$ cat src/rtl/mux_pkg.sv
// mux_pkg: shared lane count, slot width, FSM states and mode encodings for the TDM demux
package mux_pkg;
  localparam int LANES = 8;
  localparam int SEL_W = $clog2(LANES);
  typedef enum logic {IDLE, FILL} state_t;
  localparam logic MODE_TDM = 1'b0;
  localparam logic MODE_ADDR = 1'b1;
endpackage

$ cat src/rtl/demux_1_to_8_tdm_if.sv
// demux_1_to_8_tdm_if: beat input and parallel lane output bundle of the TDM demux
interface demux_1_to_8_tdm_if #(parameter int WIDTH = 1);
  import mux_pkg::*;
  logic [WIDTH-1:0] din;
  logic din_valid;
  logic sof;
  logic mode;
  logic [SEL_W-1:0] sel;
  logic [LANES*WIDTH-1:0] dout;
  logic dout_valid;
  logic [SEL_W-1:0] slot;
  logic err_sof;
  modport master (output din, din_valid, sof, mode, sel, input dout, dout_valid, slot, err_sof);
  modport slave (input din, din_valid, sof, mode, sel, output dout, dout_valid, slot, err_sof);
endinterface

$ cat src/rtl/tdm_slot_counter.sv
// tdm_slot_counter: slot counter with clear, load-to-1, increment and last-slot flag
module tdm_slot_counter
  import mux_pkg::*;
(
  input  logic             clk,
  input  logic             rst,
  input  logic             i_clr,
  input  logic             i_load1,
  input  logic             i_inc,
  output logic [SEL_W-1:0] o_slot,
  output logic             o_wrap
);
  logic [SEL_W-1:0] r_slot;
  always_ff @(posedge clk) begin
    if (rst || i_clr) r_slot <= '0;
    else if (i_load1) r_slot <= SEL_W'(1);
    else if (i_inc) r_slot <= r_slot + 1'b1;
  end
  assign o_slot = r_slot;
  assign o_wrap = r_slot == SEL_W'(LANES - 1);
endmodule

$ cat src/rtl/demux_1_to_8_tdm.sv
// demux_1_to_8_tdm: 1-lane TDM stream to 8 registered lanes, with an addressed single-lane write mode
module demux_1_to_8_tdm
  import mux_pkg::*;
#(
  parameter int WIDTH = 1
) (
  input logic clk,
  input logic rst,
  demux_1_to_8_tdm_if.slave bus
);
  state_t r_state;
  logic [(LANES-1)*WIDTH-1:0] r_accum;
  logic [LANES*WIDTH-1:0] r_dout;
  logic r_dout_valid;
  logic r_err_sof;
  logic [SEL_W-1:0] w_slot;
  logic w_wrap, w_tdm, w_fill, w_sof, w_data, w_done, w_inc, w_addr_wr;
  assign w_tdm = bus.mode == MODE_TDM;
  assign w_fill = r_state == FILL;
  assign w_sof = w_tdm & bus.din_valid & bus.sof;
  assign w_data = w_tdm & bus.din_valid & ~bus.sof & w_fill;
  assign w_done = w_data & w_wrap;
  assign w_inc = w_data & ~w_wrap;
  assign w_addr_wr = ~w_tdm & bus.din_valid;
  tdm_slot_counter u_slot (
    .clk(clk),
    .rst(rst),
    .i_clr(~w_tdm | w_done),
    .i_load1(w_sof),
    .i_inc(w_inc),
    .o_slot(w_slot),
    .o_wrap(w_wrap)
  );
  // lane 7 of a frame goes straight to dout, so accum only holds lanes 0..6
  always_ff @(posedge clk) begin
    if (rst) begin
      r_state <= IDLE;
      r_accum <= '0;
      r_dout <= '0;
      r_dout_valid <= 1'b0;
      r_err_sof <= 1'b0;
    end else begin
      r_state <= (~w_tdm | w_done) ? IDLE : w_sof ? FILL : r_state;
      r_dout_valid <= w_done | w_addr_wr;
      r_err_sof <= w_sof & w_fill;
      if (w_sof) r_accum[0 +: WIDTH] <= bus.din;
      if (w_inc) r_accum[int'(w_slot)*WIDTH +: WIDTH] <= bus.din;
      if (w_done) r_dout <= {bus.din, r_accum};
      else if (w_addr_wr) r_dout[int'(bus.sel)*WIDTH +: WIDTH] <= bus.din;
    end
  end
  assign bus.dout = r_dout;
  assign bus.dout_valid = r_dout_valid;
  assign bus.slot = w_slot;
  assign bus.err_sof = r_err_sof;
endmodule

$ cat src/flat_wrapper.sv
// flat-port wrapper written by rule: the top's interface ports become plain ports
module demux_1_to_8_tdm_flat import mux_pkg::*;
#(
  parameter int WIDTH = 1
)
  (clk, rst, bus_din, bus_din_valid, bus_sof, bus_mode, bus_sel, bus_dout, bus_dout_valid, bus_slot, bus_err_sof);
  demux_1_to_8_tdm_if #(.WIDTH(WIDTH)) bus_i ();
  input logic clk;
  input logic rst;
  input wire logic [$bits(bus_i.din)-1:0] bus_din;
  input wire logic [$bits(bus_i.din_valid)-1:0] bus_din_valid;
  input wire logic [$bits(bus_i.sof)-1:0] bus_sof;
  input wire logic [$bits(bus_i.mode)-1:0] bus_mode;
  input wire logic [$bits(bus_i.sel)-1:0] bus_sel;
  output wire logic [$bits(bus_i.dout)-1:0] bus_dout;
  output wire logic [$bits(bus_i.dout_valid)-1:0] bus_dout_valid;
  output wire logic [$bits(bus_i.slot)-1:0] bus_slot;
  output wire logic [$bits(bus_i.err_sof)-1:0] bus_err_sof;
  assign bus_i.din = bus_din;
  assign bus_i.din_valid = bus_din_valid;
  assign bus_i.sof = bus_sof;
  assign bus_i.mode = bus_mode;
  assign bus_i.sel = bus_sel;
  assign bus_dout = bus_i.dout;
  assign bus_dout_valid = bus_i.dout_valid;
  assign bus_slot = bus_i.slot;
  assign bus_err_sof = bus_i.err_sof;
  demux_1_to_8_tdm #(.WIDTH(WIDTH)) u_core (.clk(clk), .rst(rst), .bus(bus_i));
endmodule
$ cat config.mk
export PLATFORM = sky130hd
export DESIGN_NAME = demux_1_to_8_tdm_flat
export DESIGN_NICKNAME = d
export VERILOG_FILES = /design/src/rtl/mux_pkg.sv /design/src/rtl/demux_1_to_8_tdm_if.sv /design/src/rtl/tdm_slot_counter.sv /design/src/rtl/demux_1_to_8_tdm.sv /design/src/flat_wrapper.sv
export SDC_FILE = /design/constraint.sdc
export NUM_CORES = 1
export LEC_CHECK = 0
export CAP_MARGIN = 30
export CORE_MARGIN = 5
export CORE_UTILIZATION = 46
export DETAILED_ROUTE_END_ITERATION = 10
export PLACE_DENSITY = 0.75
export SETUP_SLACK_MARGIN = 0.05
export SLEW_MARGIN = 40
export SYNTH_ARGS = -nofsm -noshare
export SYNTH_HDL_FRONTEND = slang
export SYNTH_SLANG_ARGS = --single-unit
$ cat constraint.sdc
create_clock -name clk -period 1.85 [get_ports clk]
set_input_delay 0.2775 -clock clk [delete_from_list [all_inputs] [get_ports clk]]
set_output_delay 0.2775 -clock clk [all_outputs]
set_load 0.01 [all_outputs]
==> flow_summary.yaml <==
die:
  die_area_um2: 3717
  die_h_um: 60.97
  fp.dieW_um: 60.97
  pin_count: 22
  start_util_pct: 48.23
  rows: 18
  core-area_um2: 2477
detailed_routing:
  drtIter0Drc: 29
  dr.pass1.iters: 4
  viasPerCell: 5.424
  wl_per_cell_um: 13.45
  routed-via-count: 1101
  drc_errors: 0
  antenna_left: 0
  wl_mm: 2.731
global_route:
  grtUsageMet1_pct: 18.38
  grt_use_total_pct: 16.81
  grt-ovfl-total: 0
  grt_use_met3_pct: 3.830
  grt_max_degree: 13
  antenna_found_initial: 0
  busiest_layer: "met2"
  met2_usage_pct: 32.21
  grt_pass1_vias: 1136
  grt_pass1_wl_mm: 4.761
worst_hold_path:
  hold_depth: 2
  min_path_type: "register to register"
worst_setup_path:
  criticalPathCategory: "register to register"
  startpoint_type: "register"
  critPathCaptureType: "register"
  worstPathMaxFanout: 6
  critPathRequiredTime_ns: 2.06
  r2r_cells: 7
  critPathArrivalTime_ns: 1.91
finish:
  area_delta_synth_final_pct: 37.70
  antenna_cells: 0
  drive_gt1_share_pct: 21.39
  final_cell_area_um2: 1645
  ff_latch_area_um2: 427.9
  multi_input_area_um2: 773.2
  final_nets: 193
  fill_cells: 209
run_status:
  outcome: "finished, final reports clean"
logic_synthesis:
  synth_top_area_cell: "dfxtp_1"
  syn-num-nets: 153
  yosys_warnings: 0
  yosys.area.top_type_share_pct: 35.18
  syn-cell-area_um2: 1195
  synth_cell_types: 35
  synth-seq-area-share_pct: 35.18
  syn_area_per_cell_um2: 8.917
  synthCells: 134
  synth-seq-cells: 21
  synthTopCellsByArea: "dfxtp_1, ha_1, mux2i_1"
placement:
  portBuffers: 21
  postPlaceCellArea_um2: 1573
  dpl.hpwl_mm: 2.199
  place.gp.congestion: 0.8488
power_and_ir_drop:
  power_mw: 0.8085
  ir_drop_uv: 422.4
  p_leak_nw: 0.6797
  powerDensity_nw_per_um2: 491.4
cts:
  clk_latency_ns: 0.30
  clock_sinks: 21
  cts_root_buf: "clkbuf_4"
  postCtsSetupRepairBufs: 0
  cts-htree-levels: 1
  path_clk_slew_ns: 0.12
  cts_tree: "built"
  hold_buffers: 0
  cts_buffers: 3
  clockBufferDepth: 2
timing:
  rsz0062_at_grt: "true"
  finalMaxSlewViolations: 0
  clock.fmax_ghz: 0.5870
  tns_ns: 0
  worst-slew-pin-transition_ns: 0.4643
  maxSlewHeadroom_pct: 68.95
  setup_viol: 0
  holdWs_ns: 0.4701
  finalHoldViolCount: 0
  fin_crit_sh_pct: 92.09
  skew_ns: 0.002781
  finalCriticalPeriod_ns: 1.704
job:
  drv_cap: 0
layout make-up:
| type | count | share of cell area (%) |
|---|---|---|
| flip-flops and latches | 21 | 26.01 |
| inverters | 9 | 2.053 |
| multi-input cells | 100 | 47.00 |
| clock buffers | 4 | 1.597 |
| repair buffers | 39 | 21.06 |
| well taps | 30 | 2.281 |
state kept, by name, indices dropped and copies added (netlist names):
name	count
u_core.u_slot.o_slot	3
u_core.bus.dout_valid	1
u_core.bus.err_sof	1
u_core.r_accum	7
u_core.r_state	1
u_core.bus.dout	8
logic make-up (layout without fill, tap and decap cells):
group           after synthesis  count (layout)  synth area share [%]
flops                        21              21                 35.18
xor+xnor                      1               1                0.7331
buf+inv                      13              52                 4.188
simple gates                 60              60                 29.01
fa+ha+maj                    10              10                 10.47
compound gates               17              17                 10.37
mux                          12              12                 10.05
stage by stage:
stage	util [%]	std cells	setup WS, ns
floorplan	-	134	0.03493
global placement	63.48	199	-0.2685
detailed placement	63.48	199	-0.3528
CTS	64.85	203	0.05266
global route	66.41	203	0.02835
finish	66.41	203	0.1463
timing repair:
item | in CTS | in global routing
resized for setup | 4 | 8
setup endpoints to repair | 4 | 9
pin swaps | 3 | 3
metal layers:
| metal | vias to the layer above | wire (um) |
|---|---|---|
| met3 | 4 | 136 |
| met4 | 0 | 17 |
| li1 | 559 | - |
| met5 | - | 0 |
| met2 | 23 | 1397 |
| met1 | 515 | 1180 |
worst paths after layout:
check / end / slack [ns] / start
min: u_core.bus.dout[4]$_SDFFE_PP0P_ / 0.47 / u_core.bus.dout[4]$_SDFFE_PP0P_
max reg2reg: u_core.r_accum[0]$_SDFF_PP0_ / 0.15 / u_core.u_slot.o_slot[1]$_SDFFE_PP0P_
min reg2reg: u_core.bus.dout[4]$_SDFFE_PP0P_ / 0.47 / u_core.bus.dout[4]$_SDFFE_PP0P_
max: u_core.r_accum[0]$_SDFF_PP0_ / 0.15 / u_core.u_slot.o_slot[1]$_SDFFE_PP0P_
synth_stat cells:
cell type	instances
a22oi_1	1
nand2_1	10
a31o_2	1
a31oi_1	1
nor3_1	5
and4bb_4	1
nor3_2	1
nand2b_1	1
dfxtp_1	21
a21oi_1	4
o221ai_1	2
nand3_1	6
nand3b_1	3
or3_4	1
ha_1	10
a211oi_1	4
and3b_1	2
nand4_1	2
nand4b_1	3
nand4bb_1	1
nor2_1	14
mux2i_1	12
buf_2	1
o21ba_2	1
nor4_1	2
nor2b_1	1
nor3b_1	2
and3_1	4
a311oi_1	1
inv_1	9
clkbuf_1	3
and2_4	1
xnor2_1	1
a21boi_0	1
o21a_1	1
critical path: stages, from the launching register on:
cell and delay (ns):
dfxtp_4 0.39, inv_1 0.06, ha_1 0.20, ha_1 0.33
nor3b_2 0.17, nand4b_1 0.13, and3_1 0.16, o21a_1 0.17
placed cells by master (no fill, tap or decap), drive strengths merged, types with 6 or more instances in the layout:
cell type / instances
nor3: 6
nor2: 14
mux2i: 12
ha: 10
clkdlybuf4s50: 19
nand3: 6
buf: 18
inv: 9
dfxtp: 21
nand2: 10
power breakdown:
part | switching (mW) | internal [mW] | leakage (nW)
combinational | 0.0592 | 0.0711 | 0.494
sequential | 0.00304 | 0.455 | 0.171
clock | 0.137 | 0.0840 | 0.0150
(Power assumes the default switching activity.)
